$ cat src/rtl/debounce_fsm.sv
`default_nettype none
// ============================================================================
// Module   : debounce_fsm
// Purpose  : Two-flop synchroniser followed by a Moore debounce FSM with a
//            stability counter; produces a clean level for an edge detector.
// Revision : 1.0 - initial release
// ============================================================================
module debounce_fsm #(
    parameter int STABLE_CYCLES = 1000
) (
    input  logic       clk,
    input  logic       rst,
    input  logic       sw_in,
    output logic       db_out,
    output logic [1:0] dbg_state
);

    localparam int CNT_W = $clog2(STABLE_CYCLES + 1);

    localparam logic [1:0] c_ZERO  = 2'b00;
    localparam logic [1:0] c_WAIT1 = 2'b01;
    localparam logic [1:0] c_ONE   = 2'b10;
    localparam logic [1:0] c_WAIT0 = 2'b11;

    localparam logic [CNT_W-1:0] c_LAST = CNT_W'(STABLE_CYCLES - 1);

    logic             r_sync1;
    logic             r_sync2;
    logic [1:0]       r_state;
    logic [CNT_W-1:0] r_cnt;
    logic [1:0]       w_state_nxt;
    logic [CNT_W-1:0] w_cnt_nxt;

    always_ff @(posedge clk or posedge rst) begin
        if (rst) begin
            r_sync1 <= 1'b0;
            r_sync2 <= 1'b0;
        end else begin
            r_sync1 <= sw_in;
            r_sync2 <= r_sync1;
        end
    end

    // Any sample disagreeing with the pending level drops back to the settled state.
    always_comb begin
        w_state_nxt = r_state;
        w_cnt_nxt   = r_cnt;
        unique case (r_state)
            c_ZERO: begin
                if (r_sync2) begin
                    w_state_nxt = c_WAIT1;
                    w_cnt_nxt   = '0;
                end
            end
            c_WAIT1: begin
                if (!r_sync2) begin
                    w_state_nxt = c_ZERO;
                end else if (r_cnt == c_LAST) begin
                    w_state_nxt = c_ONE;
                end else begin
                    w_cnt_nxt = r_cnt + CNT_W'(1);
                end
            end
            c_ONE: begin
                if (!r_sync2) begin
                    w_state_nxt = c_WAIT0;
                    w_cnt_nxt   = '0;
                end
            end
            c_WAIT0: begin
                if (r_sync2) begin
                    w_state_nxt = c_ONE;
                end else if (r_cnt == c_LAST) begin
                    w_state_nxt = c_ZERO;
                end else begin
                    w_cnt_nxt = r_cnt + CNT_W'(1);
                end
            end
            default: begin
                w_state_nxt = c_ZERO;
                w_cnt_nxt   = '0;
            end
        endcase
    end

    always_ff @(posedge clk or posedge rst) begin
        if (rst) begin
            r_state <= c_ZERO;
            r_cnt   <= '0;
        end else begin
            r_state <= w_state_nxt;
            r_cnt   <= w_cnt_nxt;
        end
    end

    assign db_out    = (r_state == c_ONE) || (r_state == c_WAIT0);
    assign dbg_state = r_state;

endmodule
`default_nettype wire

$ cat config.mk
export PLATFORM = sky130hd
export DESIGN_NAME = debounce_fsm
export DESIGN_NICKNAME = d
export VERILOG_FILES = /design/src/rtl/debounce_fsm.sv
export SDC_FILE = /design/constraint.sdc
export NUM_CORES = 1
export LEC_CHECK = 0
export CORE_AREA = 4 4 41 43
export CTS_CLUSTER_DIAMETER = 120
export DETAILED_ROUTE_END_ITERATION = 8
export DIE_AREA = 0 0 45 47
export PLACE_DENSITY = 0.78
export SYNTH_ARGS = -nofsm -noshare
export SYNTH_HDL_FRONTEND = slang
export SYNTH_SLANG_ARGS = --single-unit
$ cat constraint.sdc
create_clock -name clk -period 3.65 [get_ports clk]
set_input_delay 1.095 -clock clk [delete_from_list [all_inputs] [get_ports clk]]
set_output_delay 1.095 -clock clk [all_outputs]
set_load 0.05 [all_outputs]
==> PnR_summary.wiki, run 1 <==
{| class="wikitable"
! Metric !! Value
|-
| Power dissipated by switching net loads || 0.0723 mW
|-
| Count of endpoints failing hold in the final timing report || 0
|-
| Filler cells || approximately 120
|-
| Tightest hold margin || 354 ps
|-
| Worst R2R Setup Slack || 1780 ps
|-
| Slowest cell delay on critical path || a little under 900 ps
|-
| Die X || between 40 and 50 microns
|-
| Std-Cell Rows || 13
|-
| Arrival time of data at the critical path endpoint || 1740 ps
|-
| Max Clock Skew || 7.27 ps
|-
| Placed standard-cell area || ~770 sq um
|-
| Result of the run || finished clean
|-
| Antenna violations before repair || 0
|-
| Critical path capture point type || primary output
|-
| Switching part of the total power || 0.258
|-
| Fraction of the core area covered by cells at the end of the flow || 0.611
|-
| Max-Slew Margin vs Limit || 0.472
|-
| Remaining global-route overflow || 0
|-
| Diodes inserted || 0
|-
| Total die area || 0.00212 sq mm
|-
| Post-placement worst setup slack || 1110 ps
|-
| Crit path cell chain || clkdlybuf4s50_1
|-
| Via count of the first global-routing pass || ~550
|-
| Avg Inst Size Synth || 9.79 sq um
|-
| Setup repair after global routing missed its margin || no
|-
| Worst-margin pin slew || approximately 790 ps
|-
| Synth Warn # || 0
|-
| Dominant register cell in the synthesized netlist || sky130_fd_sc_hd__dfrtp_1
|-
| Clock tree from TritonCTS || done
|-
| Top-Level Pins || 6
|-
| Number of buffers inserted to repair setup after CTS || 0
|-
| Clock transition time at the flip-flop clock pins of the worst setup and hold paths || 80 ps
|-
| Share of synthesized cell area in and, or, nand and nor gates || 0.228
|-
| Cts hold-fix bufs || 0
|-
| Largest net degree at the start of global routing || 15
|-
| Setup-violating endpoint count in the final report || 0
|-
| Post-synth design cell area || just over 700 sq um
|-
| Dominant combinational cell family by area after synthesis || simple AND/OR/NAND/NOR gates
|-
| Worst Hold Depth || 0
|-
| Count of placed standard cells in the final layout, fillers left out || 93
|-
| First-pass iteration count of the detailed router || 4
|-
| Total power of the final layout || roughly 0.28 mW
|-
| Routed vias || between 500 and 600
|-
| Pins over their slew limit || 0
|-
| Multi-input combinational cell area || between 300 and 400 sq um
|-
| Post-route setup slack || around 800 ps
|-
| Cell Pwr Density || 353 mW/mm^2
|-
| Required time at the endpoint of the critical path || 2550 ps
|-
| Number of DRC violations after detailed routing || 0
|-
| Count of flip-flops with a built-in enable after synthesis || 0
|-
| Post-cts repair resize count || 0
|-
| Destination of the worst hold path || r_sync2
|-
| First-pass GRT wire length || roughly 2.3 mm
|-
| Design internal power || 0.208 mW
|-
| Vias per cell || 6.24
|-
| Kind of cell adding the most delay to the critical path || buffers and inverters
|-
| Flip-flop and latch area || roughly 350 sq um
|-
| Number of instances in the placed design || 90
|-
| Estimated wirelength of the detail-placed design || 957 microns
|-
| Worst min path class || reg2reg
|-
| Sequential share of power || 0.601
|-
| Slowest cell on the critical path || sky130_fd_sc_hd__clkdlybuf4s50_1
|-
| Clock latency at the later pin of the worst-skew pair || ~280 ps
|-
| Wire length per cell after detailed routing || approximately 14 microns
|-
| Multiplexer fraction of the synthesized cell area || 0.0294
|-
| Clock period minus final worst setup slack || 2840 ps
|-
| Source of the worst register-to-register timing path || r_cnt[0]
|-
| H-tree lvl count || 1
|-
| Synthesized-area fraction occupied by ao, oa, aoi and oai cells || 0.162
|-
| Port Buffer Count || 5
|-
| Residual antenna-violating net count after detailed routing || 0
|-
| Starting utilization of the core area || 0.557
|-
| Design Area, Final || between 700 and 800 sq um
|-
| Buffer and inverter count on the worst path || 1
|-
| Relative contribution of combinational cells to total power || 0.085
|-
| Iteration-0 DRC count of the detailed router || 8
|-
| Number of cells on the worst reg-to-reg path || 5
|-
| Synth top area share || 0.484
|-
| Number of buffers inserted during clock tree synthesis || 3
|-
| Startpoint kind of the worst setup timing path || flop
|-
| Worst Setup Path Type || reg2out
|-
| Total negative slack for setup checks || 0 ps
|-
| Top fanout value on the critical path || 14
|-
| Clock Root Buffer || sky130_fd_sc_hd__clkbuf_4
|-
| Height of the chip || 47 microns
|-
| Adder-cell share of the synthesized area || 0.0173
|-
| Max capacitance violation total || 0
|-
| Proportion of synthesized chip area in sequential cells || 0.484
|-
| Period Utilization, post-route || 0.777
|-
| Global placer's final weighted congestion || just under 0.8
|-
| CP startpoint || dbg_state[0]
|-
| Clock network fraction of design power || 0.313
|-
| Proportion of register bits with asynchronous set or reset after synthesis || 1.00
|-
| Yosys top cell by area || sky130_fd_sc_hd__dfrtp_1
|-
| Hold Crit Start || r_sync1
|-
| Unique cell type count in the Yosys netlist || 27
|-
| Maximum clock insertion buffer count || 2
|-
| Layout Area Growth over Synthesis || 9.67%
|-
| Peak Freq || 353 MHz
|-
| Gate Count Post-Synth || 74
|-
| Number of sinks on the clock net || 14
|-
| Cells taking the most area after synthesis || sky130_fd_sc_hd__dfrtp_1 48%, sky130_fd_sc_hd__o21ai_0 5.5%, sky130_fd_sc_hd__nand2_1 5.2%
|-
| Seq cells post-synth || 14
|-
| Placeable Area || between 0.001 and 0.0015 sq mm
|-
| Total number of nets in the final design || between 80 and 90
|-
| Peak supply drop || 264 uV
|-
| Fraction of layout instances using a drive strength above 1 || 0.0897
|-
| Total length of routed wires || 1.34 mm
|-
| Xor-xnor portion of the synthesized cell area || 0.0345
|-
| Synthesized Nets || 78
|-
| All-layer global routing usage || 0.157
|-
| Total leakage power || approximately 0.33 nW
|}
## Yosys cell counts, types with 2 or more instances
| cell | count |
|---|---|
| sky130_fd_sc_hd__clkbuf_1 | 2 |
| sky130_fd_sc_hd__o31ai_1 | 2 |
| sky130_fd_sc_hd__nand2_1 | 10 |
| sky130_fd_sc_hd__inv_1 | 3 |
| sky130_fd_sc_hd__a21oi_1 | 6 |
| sky130_fd_sc_hd__nand3_1 | 6 |
| sky130_fd_sc_hd__o21ai_0 | 8 |
| sky130_fd_sc_hd__nand4_1 | 5 |
| sky130_fd_sc_hd__dfrtp_1 | 14 |
## final cells by class
type / instances / area share
Multi-Input combinational cell: 53 / 0.430
Tap cell: 15 / 0.0236
Sequential cell: 14 / 0.441
Clock buffer: 3 / 0.0283
Inverter: 3 / 0.0142
Timing Repair Buffer: 5 / 0.0630
## sequential cells by signal, summed over array words and instances (netlist names), named ones only
name and flops:
dbg_state 1, r_cnt 10, r_sync1 1, r_sync2 1
## power by group through the flow
stage          logic (mW)  clock network, mW  registers [mW]
2_1_floorplan      0.0167                  0           0.171
3_3_place_gp       0.0236                  0           0.171
3_5_place_dp       0.0242                  0           0.172
4_1_cts            0.0243             0.0900           0.169
5_1_grt            0.0270             0.0969           0.170
6_report           0.0239             0.0879           0.169
## layer usage
layer / vias up / track usage / routed length [microns]
li1: 281 / - / -
met1: 288 / 0.204 / 657
met2: 6 / 0.234 / 615
met3: 5 / 0.0345 / 30
met4: 0 / 0.105 / 38
met5: - / 0 / 0
## placed cells by master (no fill, tap or decap)
master                            count
sky130_fd_sc_hd__dfrtp_1             14
sky130_fd_sc_hd__nand2_1             10
sky130_fd_sc_hd__o21ai_0              8
sky130_fd_sc_hd__nand3_1              6
sky130_fd_sc_hd__a21oi_1              6
sky130_fd_sc_hd__nand4_1              5
sky130_fd_sc_hd__clkdlybuf4s50_1      5
sky130_fd_sc_hd__inv_1                3
sky130_fd_sc_hd__clkbuf_4             3
sky130_fd_sc_hd__o31ai_1              2
sky130_fd_sc_hd__and3_4               1
sky130_fd_sc_hd__nor4b_4              1
sky130_fd_sc_hd__xor2_2               1
sky130_fd_sc_hd__and3_2               1
sky130_fd_sc_hd__xnor2_1              1
sky130_fd_sc_hd__a21o_1               1
sky130_fd_sc_hd__and2_0               1
sky130_fd_sc_hd__o311ai_0             1
sky130_fd_sc_hd__o41ai_1              1
sky130_fd_sc_hd__mux2_1               1
sky130_fd_sc_hd__or3_1                1
sky130_fd_sc_hd__nor2_1               1
sky130_fd_sc_hd__mux2i_1              1
sky130_fd_sc_hd__or4_1                1
sky130_fd_sc_hd__o211ai_1             1
sky130_fd_sc_hd__ha_1                 1
## how the worst max path moves through the flow
stage	to	depth (start not counted)
6_report	dbg_state[0]	1
5_1_grt	dbg_state[0]	1
4_1_cts	dbg_state[0]	1
3_5_place_dp	dbg_state[0]	1
3_3_place_gp	dbg_state[0]	1
2_1_floorplan	db_out	1
## kinds of logic (layout without fill, tap and decap cells)
logic type,Yosys count,after routing
DFF,14,14
xor gates and xnor gates,2,2
adders and majority gates,1,1
buffers and inverters,7,11
AOI/OAI and AO/OA,20,20
and+or+nand+nor,28,28
muxes,2,2
Power figures use the tool's default switching activity.
==> inputs of run 2 (changes only) <==
==> config.mk (replaced) <==
export PLATFORM = sky130hd
export DESIGN_NAME = debounce_fsm
export DESIGN_NICKNAME = d
export VERILOG_FILES = /design/src/rtl/debounce_fsm.sv
export SDC_FILE = /design/constraint.sdc
export NUM_CORES = 1
export LEC_CHECK = 0
export CORE_MARGIN = 4
export CORE_UTILIZATION = 48
export CTS_CLUSTER_DIAMETER = 120
export DETAILED_ROUTE_END_ITERATION = 8
export PLACE_DENSITY = 0.74
export SYNTH_ARGS = -nofsm -noshare
export SYNTH_HDL_FRONTEND = slang
export SYNTH_SLANG_ARGS = --single-unit
==> constraint.sdc (replaced) <==
create_clock -name clk -period 2.6 [get_ports clk]
set_input_delay 0.78 -clock clk [delete_from_list [all_inputs] [get_ports clk]]
set_output_delay 0.78 -clock clk [all_outputs]
set_load 0.05 [all_outputs]
==> run 2 against run 1 <==
Via count rose by 0.69%. Critical path depth unchanged. Combinational power rose by 64%. Non-clock buffer count grew 2.
==> PnR_summary.wiki, run 2 (synthesis results as in run 1) <==
{| class="wikitable"
! Metric !! Value
|-
| Starting utilization of the core area || 0.530
|-
| Switching part of the total power || 0.247
|-
| Layout Area Growth over Synthesis || 13.6%
|-
| Crit path cell chain || clkdlybuf4s50_1
|-
| Top fanout value on the critical path || 5
|-
| Sequential share of power || 0.543
|-
| Number of stages on the worst setup path || 1
|-
| Flip-flop count of the largest register after layout || 10
|-
| Setup repair after global routing missed its margin || no
|-
| Post-placement worst setup slack || 535 ps
|-
| First-pass iteration count of the detailed router || 4
|-
| Result of the run || finished clean
|-
| Hold Crit Start || r_sync1
|-
| Cts hold-fix bufs || 0
|-
| Total die area || ~0.0022 sq mm
|-
| Die X || between 40 and 50 microns
|-
| Arrival time of data at the critical path endpoint || roughly 1600 ps
|-
| Port Buffer Count || 5
|-
| Peak Freq || 421 MHz
|-
| Total negative slack for setup checks || 0 ps
|-
| Destination of the worst hold path || r_sync2
|-
| Met3 demand-to-capacity share in global routing || 0.0230
|-
| Largest net degree at the start of global routing || 15
|-
| Vias per cell || 6.08
|-
| Worst-margin pin slew || 545 ps
|-
| Fraction of layout instances using a drive strength above 1 || 0.123
|-
| Maximum clock insertion buffer count || 2
|-
| Diodes inserted || 0
|-
| Setup-violating endpoint count in the final report || 0
|-
| Max Clock Skew || roughly 0.94 ps
|-
| Buffer and inverter count on the worst path || 1
|-
| Kind of cell adding the most delay to the critical path || buffers and inverters
|-
| Top-Level Pins || 6
|-
| Most used cells in the layout excluding fill and tap cells || 14 x sky130_fd_sc_hd__dfrtp_1, 10 x sky130_fd_sc_hd__nand2_1, 8 x sky130_fd_sc_hd__o21ai_0
|-
| Clock network fraction of design power || 0.366
|-
| Tightest hold margin || about 360 ps
|-
| Design internal power || between 0.3 and 0.4 mW
|-
| Pins over their slew limit || 0
|-
| Via count of the first global-routing pass || approximately 600
|-
| Post-route setup slack || 226 ps
|-
| Largest reg by FF count || r_cnt
|-
| Met1 Resource Use GR || 0.235
|-
| Wire length per cell after detailed routing || between 15 and 20 microns
|-
| First-pass GRT wire length || about 2.6 mm
|-
| Global placer's final weighted congestion || slightly above 0.8
|-
| Placeable Area || around 0.0014 sq mm
|-
| Slowest cell delay on critical path || roughly 850 ps
|-
| Met2 usage || 0.260
|-
| Clock period minus final worst setup slack || 2370 ps
|-
| Number of sinks on the clock net || 14
|-
| Remaining global-route overflow || 0
|-
| Total power of the final layout || 0.433 mW
|-
| Fraction of the core area covered by cells at the end of the flow || 0.603
|-
| Most common library cell in the layout ignoring fill and taps || sky130_fd_sc_hd__dfrtp_1
|-
| Clock latency at the later pin of the worst-skew pair || about 280 ps
|-
| Number of buffers inserted during clock tree synthesis || 3
|-
| Relative contribution of combinational cells to total power || 0.091
|-
| Cell Pwr Density || around 530 mW/mm^2
|-
| Residual antenna-violating net count after detailed routing || 0
|-
| Clock tree from TritonCTS || done
|-
| Number of buffers inserted to repair setup after CTS || 0
|-
| Clock Root Buffer || sky130_fd_sc_hd__clkbuf_4
|-
| Routed vias || between 500 and 600
|-
| Max-Slew Margin vs Limit || 0.636
|-
| Slowest cell on the critical path || sky130_fd_sc_hd__clkdlybuf4s50_1
|-
| Antenna violations before repair || 0
|-
| Total length of routed wires || approximately 1.4 mm
|-
| Max capacitance violation total || 0
|-
| All-layer global routing usage || 0.171
|-
| Total leakage power || about 0.35 nW
|-
| H-tree lvl count || 1
|-
| Startpoint kind of the worst setup timing path || flop
|-
| Worst min path class || reg2reg
|-
| Worst Hold Depth || 0
|-
| Std-Cell Rows || 13
|-
| Power dissipated by switching net loads || around 0.11 mW
|-
| Period Utilization, post-route || 0.913
|-
| Critical path capture point type || primary output
|-
| Clock transition time at the flip-flop clock pins of the worst setup and hold paths || around 90 ps
|-
| Height of the chip || 46.9 microns
|-
| Post-cts repair resize count || 0
|-
| Source of the worst register-to-register timing path || r_cnt[0]
|-
| Peak supply drop || between 300 and 400 uV
|-
| Iteration-0 DRC count of the detailed router || 12
|-
| Worst Setup Path Type || reg2out
|-
| Number of cells on the worst reg-to-reg path || 5
|-
| Total number of nets in the final design || 86
|-
| Required time at the endpoint of the critical path || 1820 ps
|-
| Number of DRC violations after detailed routing || 0
|-
| Worst R2R Setup Slack || 740 ps
|-
| Count of endpoints failing hold in the final timing report || 0
|-
| Filler cells || 123
|-
| Most crowded layer after global routing || met2
|}
[run 2: changes by cell type in the layout (fill, tap and decap cells not counted)]
cell                       delta
sky130_fd_sc_hd__clkbuf_8     +1
sky130_fd_sc_hd__buf_4        +2
[run 2: per-layer routing]
layer / routed length (microns) / vias to the layer above
li1: - / 284
met1: 678 / 285
met2: 678 / 11
met3: 58 / 4
met4: 27 / 0
met5: 0 / -
[run 2: per-stage QoR]
step,instances,area (sq um)
finish,96,823
global route,96,823
CTS,96,823
detailed placement,92,787
global placement,92,787
floorplan,74,724
[run 2: cell type report]
class | count | area (sq um) | share of cell area
timing repair buffer | 7 | 65.1 | 0.0790
sequential | 14 | 350 | 0.426
inverter | 3 | 11.3 | 0.0137
multi-input combinational | 53 | 342 | 0.415
clock buffer | 4 | 36.3 | 0.0441
tap | 15 | 18.8 | 0.0228
[run 2: worst max-delay path by stage]
stage / end / slack, ps / from
final: dbg_state[1] / 230 / flop
after global routing: db_out / 170 / flop
after CTS: dbg_state[1] / 210 / flop
after detailed placement: db_out / 540 / flop
after global placement: dbg_state[1] / 560 / flop
after floorplan: db_out / 560 / flop
[run 2: power groups by stage]
stage / clock network, mW / registers (mW) / logic, mW
3_5_place_dp: 0 / 0.239 / 0.0394
6_report: 0.158 / 0.235 / 0.0393
3_3_place_gp: 0 / 0.238 / 0.0384
2_1_floorplan: 0 / 0.240 / 0.0235
4_1_cts: 0.160 / 0.234 / 0.0395
5_1_grt: 0.170 / 0.236 / 0.0452
